`src/rtl/collision_unit.sv`:
```
// collision_unit: bounce-pulse generator, 4x4 brick map, score and ball-lost
// detection for the brick-breaker datapath.
// Optional feature macro: SCORE_EN (when undefined, score is tied to zero and
// no score flops are built).
module collision_unit #(
  parameter int SCREEN_W    = 160,
  parameter int SCREEN_H    = 120,
  parameter int PADDLE_Y    = 110,
  parameter int PADDLE_W    = 16,
  parameter int BRICK_TOP   = 8,
  parameter int BRICK_W     = 40,
  parameter int BRICK_H     = 8,
  parameter int HOLD_CYCLES = 3
) (
  input  logic        clock,
  input  logic        reset,
  input  logic [2:0]  state,
  input  logic [7:0]  ballX,
  input  logic [7:0]  ballY,
  input  logic [2:0]  vX,
  input  logic [2:0]  vY,
  input  logic [7:0]  paddleX,
  output logic        cX,
  output logic        cY,
  output logic [15:0] brickMap,
  output logic [7:0]  score,
  output logic        lost,
  output logic        cleared
);

  // Geometry constants widened to 9 bits so ball+1 and paddle+width never wrap.
  localparam logic [8:0] RIGHT_X    = 9'(SCREEN_W - 1);
  localparam logic [8:0] BOTTOM_Y   = 9'(SCREEN_H - 1);
  localparam logic [8:0] PADDLE_ROW = 9'(PADDLE_Y);
  localparam logic [8:0] PADDLE_EXT = 9'(PADDLE_W - 1);
  localparam logic [8:0] ROW0_Y     = 9'(BRICK_TOP);
  localparam logic [8:0] ROW1_Y     = 9'(BRICK_TOP + BRICK_H);
  localparam logic [8:0] ROW2_Y     = 9'(BRICK_TOP + 2 * BRICK_H);
  localparam logic [8:0] ROW3_Y     = 9'(BRICK_TOP + 3 * BRICK_H);
  localparam logic [8:0] FIELD_YEND = 9'(BRICK_TOP + 4 * BRICK_H - 1);
  localparam logic [8:0] COL1_X     = 9'(BRICK_W);
  localparam logic [8:0] COL2_X     = 9'(2 * BRICK_W);
  localparam logic [8:0] COL3_X     = 9'(3 * BRICK_W);
  localparam logic [8:0] FIELD_XEND = 9'(4 * BRICK_W);
  localparam logic [3:0] HOLD_LOAD  = 4'(HOLD_CYCLES);

  localparam logic [2:0] ST_SERVE = 3'b000;
  localparam logic [2:0] ST_PLAY  = 3'b001;

  logic [15:0] map_reg, map_next;
  logic [3:0]  hold_x_reg, hold_x_next;
  logic [3:0]  hold_y_reg, hold_y_next;
  logic        lost_seen_reg, lost_seen_next;
  logic        cx_reg, cx_next;
  logic        cy_reg, cy_next;
  logic        lost_reg, lost_next;

  logic [8:0] bx, by, px, paddle_right;
  logic       in_play, in_serve;
  logic       wall_right, wall_left, wall_top, paddle_hit, bottom_hit;
  logic       brick_zone, brick_live, brick_clear;
  logic [1:0] brick_row, brick_col;
  logic [3:0] brick_idx;
  logic       x_event, y_event, lost_event;

  assign bx           = {1'b0, ballX};
  assign by           = {1'b0, ballY};
  assign px           = {1'b0, paddleX};
  assign paddle_right = px + PADDLE_EXT;
  assign in_play      = (state == ST_PLAY);
  assign in_serve     = (state == ST_SERVE);

  // Collision detectors and brick addressing via comparison chains.
  always_comb begin
    wall_right = !vX[2] && (bx >= RIGHT_X);
    wall_left  =  vX[2] && (bx == 9'd0);
    wall_top   =  vY[2] && (by == 9'd0);
    paddle_hit = !vY[2] && ((by + 9'd1) == PADDLE_ROW) &&
                 (bx >= px) && (bx <= paddle_right);
    bottom_hit = !vY[2] && (by >= BOTTOM_Y);
    brick_zone = (by >= ROW0_Y) && (by <= FIELD_YEND) && (bx < FIELD_XEND);

    if (by >= ROW3_Y)      brick_row = 2'd3;
    else if (by >= ROW2_Y) brick_row = 2'd2;
    else if (by >= ROW1_Y) brick_row = 2'd1;
    else                   brick_row = 2'd0;

    if (bx >= COL3_X)      brick_col = 2'd3;
    else if (bx >= COL2_X) brick_col = 2'd2;
    else if (bx >= COL1_X) brick_col = 2'd1;
    else                   brick_col = 2'd0;

    brick_idx  = {brick_row, brick_col};
    brick_live = brick_zone && map_reg[brick_idx];

    // A brick hit while the Y axis is held off is ignored entirely.
    brick_clear = in_play && (hold_y_reg == 4'd0) && brick_live;
    x_event     = in_play && (hold_x_reg == 4'd0) && (wall_right || wall_left);
    y_event     = in_play && (hold_y_reg == 4'd0) &&
                  (wall_top || paddle_hit || brick_live);
    lost_event  = in_play && bottom_hit && !lost_seen_reg;
  end

  // Next-state for map, hold counters, lost latch and the output pulses.
  always_comb begin
    map_next       = map_reg;
    hold_x_next    = hold_x_reg;
    hold_y_next    = hold_y_reg;
    lost_seen_next = lost_seen_reg;
    cx_next        = 1'b0;
    cy_next        = 1'b0;
    lost_next      = 1'b0;

    if (in_serve) begin
      map_next       = 16'hFFFF;
      hold_x_next    = 4'd0;
      hold_y_next    = 4'd0;
      lost_seen_next = 1'b0;
    end else if (in_play) begin
      if (x_event) begin
        cx_next     = 1'b1;
        hold_x_next = HOLD_LOAD;
      end else if (hold_x_reg != 4'd0) begin
        hold_x_next = hold_x_reg - 4'd1;
      end

      if (y_event) begin
        cy_next     = 1'b1;
        hold_y_next = HOLD_LOAD;
      end else if (hold_y_reg != 4'd0) begin
        hold_y_next = hold_y_reg - 4'd1;
      end

      if (brick_clear)
        map_next = map_reg & ~(16'h0001 << brick_idx);

      if (lost_event) begin
        lost_next      = 1'b1;
        lost_seen_next = 1'b1;
      end
    end
  end

  // State and output registers; reset clears pulses immediately.
  always_ff @(posedge clock or negedge reset) begin
    if (!reset) begin
      map_reg       <= 16'hFFFF;
      hold_x_reg    <= 4'd0;
      hold_y_reg    <= 4'd0;
      lost_seen_reg <= 1'b0;
      cx_reg        <= 1'b0;
      cy_reg        <= 1'b0;
      lost_reg      <= 1'b0;
    end else begin
      map_reg       <= map_next;
      hold_x_reg    <= hold_x_next;
      hold_y_reg    <= hold_y_next;
      lost_seen_reg <= lost_seen_next;
      cx_reg        <= cx_next;
      cy_reg        <= cy_next;
      lost_reg      <= lost_next;
    end
  end

`ifdef SCORE_EN
  logic [7:0] score_reg, score_next;

  // Score counts cleared bricks, saturating at 255, and restarts on serve.
  always_comb begin
    score_next = score_reg;
    if (in_serve)
      score_next = 8'd0;
    else if (brick_clear && (score_reg != 8'hFF))
      score_next = score_reg + 8'd1;
  end

  // Score register.
  always_ff @(posedge clock or negedge reset) begin
    if (!reset) score_reg <= 8'd0;
    else        score_reg <= score_next;
  end

  assign score = score_reg;
`else
  assign score = 8'd0;
`endif

  assign cX       = cx_reg;
  assign cY       = cy_reg;
  assign lost     = lost_reg;
  assign brickMap = map_reg;
  assign cleared  = (map_reg == 16'h0000);

endmodule

```
`config.mk`:
```
export PLATFORM = sky130hd
export DESIGN_NAME = collision_unit
export DESIGN_NICKNAME = d
export VERILOG_FILES = /design/src/rtl/collision_unit.sv
export SDC_FILE = /design/constraint.sdc
export NUM_CORES = 1
export LEC_CHECK = 0
export ABC_AREA = 1
export CAP_MARGIN = 30
export CORE_MARGIN = 5
export CORE_UTILIZATION = 45
export DETAILED_ROUTE_END_ITERATION = 10
export PLACE_DENSITY_LB_ADDON = 0.15
export SLEW_MARGIN = 10
export SYNTH_ARGS = -nofsm -noshare
export SYNTH_HDL_FRONTEND = slang
export SYNTH_SLANG_ARGS = --single-unit
```
`constraint.sdc`:
```
create_clock -name clock -period 1.9 [get_ports clock]
set_input_delay 0.475 -clock clock [delete_from_list [all_inputs] [get_ports clock]]
set_output_delay 0.475 -clock clock [all_outputs]
set_load 0.1 [all_outputs]
```
==> results of run 1 <==
cell usage in the layout (no fill, tap or decap), types with 9 or more instances in the layout:
cell type,synthesis,routed
dfrtp_1,12,12
nor2_4,2,10
buf_12,0,20
buf_4,8,74
nor2_1,29,18
nand4_1,13,13
nand2_1,75,63
inv_2,6,17
inv_1,60,44
dfstp_2,16,12
nand3_1,20,13
nand2_2,4,9
o21ai_1,13,9
ha_1,21,20
clkdlybuf4s50_1,0,9
per-stage QoR:
stage                     hold WS (ns)  power [mW]  cells  utilization  worst slack (ns)
after global placement           0.413        1.63    508        0.703             -1.07
final                            0.453        2.28    535        0.794            -0.458
after floorplan                  0.179        1.35    345            -            -0.482
after CTS                        0.451        2.13    528        0.756            -0.403
after detailed placement         0.436        1.68    508        0.703             -1.16
after global routing             0.466        2.42    535        0.794            -0.600
layer usage:
layer  track usage  part of all wire
met4        0.0847             0.029
met3        0.0386             0.063
met1         0.258              0.38
met2         0.408              0.53
met5             0                 0
power groups by stage:
| stage | combinational (mW) | sequential, mW | clock [mW] |
|---|---|---|---|
| final | 1.13 | 0.768 | 0.382 |
| after global routing | 1.23 | 0.777 | 0.414 |
| after CTS | 0.983 | 0.758 | 0.386 |
| after detailed placement | 0.916 | 0.765 | 0 |
| after global placement | 0.868 | 0.762 | 0 |
| after floorplan | 0.574 | 0.779 | 0 |
worst paths after layout:
kind | end | slack [ns] | depth (start not counted)
worst max register to register | hold_y_reg[0]$_DFFE_PN0P_ | 0.07 | 11
max in group asynchronous | brickMap[12]$_DFFE_PN1P_ | 1.02 | 2
min in group asynchronous | lost_seen_reg$_DFFE_PN0P_ | 0.56 | 2
worst min register to register | lost$_DFF_PN0_ | 0.45 | 1
worst max-delay path | hold_y_reg[3]$_DFFE_PN0P_ | -0.46 | 22
worst min-delay path | lost$_DFF_PN0_ | 0.45 | 1
kinds of logic after synthesis:
kind of cell             share of synthesized area
flip-flops                                   0.301
AND/OR/NAND/NOR                              0.318
adder cells (fa/ha/maj)                      0.110
other                                      0.00157
XOR/XNOR                                    0.0366
AO/OA/AOI/OAI                                0.100
buffers and inverters                        0.132
layout make-up:
type	instances	area (um2)	area share
multi-input cells	241	1680	0.411
clock buffers	4	55.1	0.0135
flip-flops and latches	28	736	0.180
well taps	70	87.6	0.0215
repair buffers	126	1250	0.306
inverters	66	275	0.0675
repair_timing:
item,CTS,global route
resized for setup,77,69
buffers inserted,16,7
pin swaps,38,28
endpoints found under the setup margin,25,25
hold buffers,0,0
worst register-to-register path, stage by stage (launching register included):
cell	delay, ns
dfstp_2	0.58
inv_1	0.08
a21oi_1	0.17
nand4_1	0.12
nand3_2	0.11
nand3_1	0.08
nand2_1	0.13
nand2_4	0.10
nand3b_4	0.15
nand2_4	0.08
nand2_2	0.08
nand2_2	0.05
==> run_results.csv, run 1 <==
group,metric,value,unit
clock_network,cts_root_buf,"clkbuf_8",
setup_path,worst-path-buf-inv,2,
logic_synthesis,synth_edf_count,0,
setup_path,cp-start-kind,"input port",
routing,wl_per_cell,15.6,um
logic_synthesis,ys_types,35,
routing,wl,8350,um
floorplan,die_w,82.9,um
setup_path,cp_top_family,"simple AND/OR/NAND/NOR gates",
setup_path,crit_chain,"buf_8 > inv_12 > ha_4 > nand3_4 > xor2_1 > ha_1 > nand2_2 > nor2_1 > nor2_1 > nand2_1 > nand2_1 > nand2_1 > nand2_1 > nand2_1 > nand2_1 > a21oi_2 > nand2_1 > nand2_4 > nand2_2 > nor2_4 > nand3_2 > nand2_2",
finish,drive_above_1_share,0.460,
global_route,grt_start_max_net_pins,29,
logic_synthesis,synth_top_area_share,0.176,
logic_synthesis,synthFlopType,"dfstp_2",
power_and_ir_drop,pwr-share-clk,0.167,
global_route,grt-ovfl-total,0,
finish,layout.nets,522,
floorplan,chipHeight,82.9,um
clock_network,worstSkewPairLatency,0.28,ns
timing,max_freq,424,MHz
power_and_ir_drop,combPwrFrac,0.496,
worst_hold_path,hold_class,"reg2reg",
routing,vias,2763,
setup_path,r2r-start,"brickMap[15]$_DFFE_PN1P_",
clock_network,cts_buffers,3,
place,placed_area,3610,um2
floorplan,ioPinCount,63,
place,globalplace.congestion,0.914,
job,max_cap_viol_count,0,
power_and_ir_drop,p_sw,0.945,mW
logic_synthesis,synth_common_cells,"nand2_1 (75), inv_1 (60), nor2_1 (29)",
power_and_ir_drop,powerDensity,559,nW/um2
global_route,grt_use_total,0.224,
timing,finalHoldViolations,0,
timing,worst_slack,-0.458,ns
clock_network,path_clk_slew,0.10,ns
clock_network,htree_num_levels,1,
clock_network,cts_tree,"done",
logic_synthesis,synth_cells,338,
global_route,antenna_found_initial,0,
timing,slew_violations,0,
setup_path,crit_type,"in2reg",
logic_synthesis,synthMostInstantiatedCell,"nand2_1",
finish,area_delta_synth_final,70.6,%
logic_synthesis,yosysSeqAreaShare,0.301,
finish,n_antenna_cell,0,
power_and_ir_drop,p_leak,2.13,nW
place,io_buffer_count,50,
timing,final.setup_skew,0.00193,ns
global_route,grt_pass1_vias,2768,
power_and_ir_drop,p_seq_frac,0.337,
setup_path,cpMaxStageDelayCell,"ha_1",
setup_path,slowest_delay,0.33,ns
routing,drcViolationCount,0,
logic_synthesis,async_flop_share,1.00,
timing,setup-tns-final,-2.13,ns
floorplan,die_area,6870,um2
logic_synthesis,ys_ff_latch,28,
global_route,grt_pass1_wl,12800,um
logic_synthesis,netlist_area,2390,um2
power_and_ir_drop,p_int,1.34,mW
logic_synthesis,syn_avg_cell_area,7.07,um2
setup_path,crit_arrival,2.59,ns
routing,drt-vias-per-instance,5.16,
floorplan,core.rowCount,26,
logic_synthesis,yosysTopAreaCell,"dfstp_2",
routing,drtAntennaViolNets,0,
worst_hold_path,hp-start,"lost_seen_reg$_DFFE_PN0P_",
clock_network,cts.sinks,28,
setup_path,cp_max_fo,4,
place,hpwl,5400,um
finish,largest_register_ffs,16,
routing,drt_first_pass_iters,5,
power_and_ir_drop,swShare,0.414,
logic_synthesis,yosysWarnings,0,
power_and_ir_drop,ir_drop,0.000668,V
timing,layout_min_cycle_time,2.36,ns
setup_path,required,2.13,ns
setup_path,critPathMostFrequentCell,"nand2_1",
floorplan,core,5140,um2
outcome,status,"finished, violations left",
finish,fillers,346,
finish,postLayoutCellArea,4080,um2
setup_path,cp-end-kind,"flip-flop",
timing,setup_violations,6,
routing,drt_iter0_drc,276,
setup_path,worstSetupStartpoint,"paddleX[1]",
floorplan,initial_utilization,0.465,
outcome,violations,"setup timing",
clock_network,clockBufferDepth,2,
timing,rsz0062_at_grt,"yes",
logic_synthesis,synth_area_leaders,"dfstp_2 (18%), dfrtp_1 (13%), nand2_1 (12%)",
timing,period_share,1.24,
No activity file was read; power rests on OpenSTA's default activity.
==> inputs of run 2 (changes only) <==
- CORE_MARGIN: 5 -> 3
- PLACE_DENSITY: not set -> 0.77
- PLACE_DENSITY_LB_ADDON: 0.15 -> not set
==> run 2 against run 1 <==
The run still ends with setup timing left. Clock power grew 27%. Cell count shrank 0.93%. Power grew 2.7%. Global-route usage grew 3.2 points. Sequential power is essentially flat. Via count grew 4.0%. Combinational power shrank 4%. Core utilization grew 2.5 points.
==> run_results.csv, run 2 (synthesis gave the netlist of run 1 again) <==
group,metric,value,unit
setup_path,crit_type,"in2reg",
routing,wl,8550,um
setup_path,crit_chain,"buf_8 > inv_8 > ha_4 > nand3_2 > xor2_1 > ha_1 > buf_6 > nand2_2 > nand2_1 > nor2_1 > nand2_1 > nand2_1 > nand2_1 > nand2_1 > nand2_1 > nand2_1 > a21oi_2 > nand2_2 > nand2_4 > nand3b_4 > nand2_4 > nand2_2 > nand2_1",
global_route,grt_pass1_wl,12800,um
setup_path,rr_worst_depth,11,
floorplan,die_w,78.9,um
timing,setup-tns-final,-2.31,ns
floorplan,die_area,6220,um2
timing,whs,0.472,ns
setup_path,required,2.08,ns
floorplan,core.rowCount,25,
timing,setup_violations,12,
timing,final.setup_skew,0.0123,ns
finish,n_antenna_cell,0,
timing,worst_slack,-0.445,ns
clock_network,cts_buffers,3,
floorplan,ioPinCount,63,
power_and_ir_drop,p_leak,2.12,nW
finish,final_common_cell,"buf_4",
timing,slew_violations,0,
finish,postLayoutCellArea,4020,um2
global_route,grt_use_total,0.256,
clock_network,clockBufferDepth,2,
worst_hold_path,hold_end,"lost$_DFF_PN0_",
finish,final_util,0.819,
job,max_cap_viol_count,0,
setup_path,cp_top_family,"simple AND/OR/NAND/NOR gates",
setup_path,cp_max_fo,5,
routing,drcViolationCount,0,
floorplan,chipHeight,78.9,um
routing,vias,2873,
routing,drt_first_pass_iters,6,
timing,layout_min_cycle_time,2.34,ns
finish,fillers,283,
setup_path,critPathMostFrequentCell,"nand2_1",
timing,rsz0062_at_grt,"yes",
timing,finalHoldViolations,0,
worst_hold_path,hold_class,"reg2reg",
place,hpwl,5410,um
setup_path,reg2reg_slack,0.07,ns
setup_path,r2r-start,"brickMap[15]$_DFFE_PN1P_",
global_route,grt_pass1_vias,2752,
routing,wl_per_cell,16.1,um
clock_network,worstSkewPairLatency,0.29,ns
timing,period_share,1.23,
outcome,violations,"setup timing",
global_route,grt_start_max_net_pins,29,
setup_path,worstReg2RegEnd,"hold_y_reg[3]$_DFFE_PN0P_",
floorplan,core,4910,um2
place,placed_area,3590,um2
worst_hold_path,holdPathStages,1,
clock_network,cts_root_buf,"clkbuf_8",
clock_network,cts.sinks,28,
setup_path,cp-end-kind,"flip-flop",
finish,layout.nets,520,
routing,drt-vias-per-instance,5.42,
global_route,grt-ovfl-total,0,
global_route,antenna_found_initial,0,
outcome,status,"finished, violations left",
setup_path,cp-start-kind,"input port",
worst_hold_path,hp-start,"lost_seen_reg$_DFFE_PN0P_",
finish,area_delta_synth_final,68.2,%
floorplan,initial_utilization,0.487,
place,post-place-ws,-1.20,ns
setup_path,crit_arrival,2.52,ns
routing,drt_iter0_drc,218,
setup_path,slowest_delay,0.33,ns
clock_network,htree_num_levels,1,
routing,drtAntennaViolNets,0,
setup_path,crit_cells,23,
finish,drive_above_1_share,0.454,
clock_network,path_clk_slew,0.09,ns
setup_path,cpMaxStageDelayCell,"ha_1",
power_and_ir_drop,ir_drop,0.000559,V
timing,max_freq,426,MHz
place,io_buffer_count,50,
finish,largest_register_ffs,16,
clock_network,cts_tree,"done",
finish,final_cell_mix,"buf_4 (71), nand2_1 (63), inv_1 (42), ha_1 (20), buf_12 (20)",
setup_path,worst-path-buf-inv,3,
power_and_ir_drop,powerDensity,583,nW/um2
place,globalplace.congestion,0.936,
-- run 2: changes by cell type in the layout (fill, tap and decap cells not counted), sizes merged --
cell / previous run / this run
clkbuf: 12 / 8
dlymetal6s2s: 3 / 1
clkdlybuf4s50: 9 / 10
buf: 101 / 100
clkdlybuf4s15: 1 / 2
dlygate4sd2: 4 / 6
bufinv: 0 / 1
-- run 2: what timing repair did --
item,CTS,global route
pin swaps,27,32
gates resized for setup,76,57
cloned,0,0
buffers inserted,12,12
setup endpoints to repair,25,25
hold endpoints to repair,0,0
hold buffers,0,0
-- run 2: where the power goes --
part,internal (mW),switching [mW],total [mW]
Clock,0.283,0.203,0.486
Combinational,0.442,0.650,1.09
Sequential,0.683,0.0815,0.765
-- run 2: worst max path at each step --
stage                                   startpoint                   endpoint  slack, ns
final                                   paddleX[0]  hold_y_reg[3]$_DFFE_PN0P_      -0.44
after global routing                    paddleX[0]  hold_y_reg[3]$_DFFE_PN0P_      -0.57
after floorplan           brickMap[11]$_DFFE_PN1P_                    cleared      -0.48
after global placement                  paddleX[1]  hold_y_reg[2]$_DFFE_PN0P_      -1.06
after CTS                               paddleX[0]  hold_y_reg[3]$_DFFE_PN0P_      -0.40
after detailed placement                paddleX[1]  hold_y_reg[3]$_DFFE_PN0P_      -1.20
-- run 2: final cells by class --
cell class | count | area [um2] | share of cell area
Clock buffer | 3 | 41.3 | 0.0103
Sequential cell | 28 | 736 | 0.183
Timing Repair Buffer | 124 | 1230 | 0.306
Inverter | 66 | 275 | 0.0685
Multi-Input combinational cell | 241 | 1630 | 0.404
Clock inverter | 1 | 30.0 | 0.00747
Tap cell | 67 | 83.8 | 0.0208
-- run 2: worst register-to-register path, cell delays in order (launching register included) --
cell and delay [ns]:
dfstp_2 0.59, inv_1 0.08, a21oi_1 0.19, nand4_1 0.13, nand3_2 0.12, nand3_1 0.10
nand2_2 0.10, nand2_4 0.08, nand3b_4 0.14, nand2_4 0.08, nand2_2 0.07, nand2_1 0.06
-- run 2: per-stage QoR --
step           total power, mW  std cells
2_1_floorplan             1.35        345
3_3_place_gp              1.62        502
3_5_place_dp              1.67        502
4_1_cts                   2.20        518
5_1_grt                   2.47        530
6_report                  2.34        530
-- run 2: per-layer routing --
metal  up-vias  share of wire  track usage
met5         -              0            0
met4         0          0.033       0.0670
met3        31          0.074       0.0363
met2       156           0.51        0.475
met1      1358           0.38        0.309
li1       1328              -            -
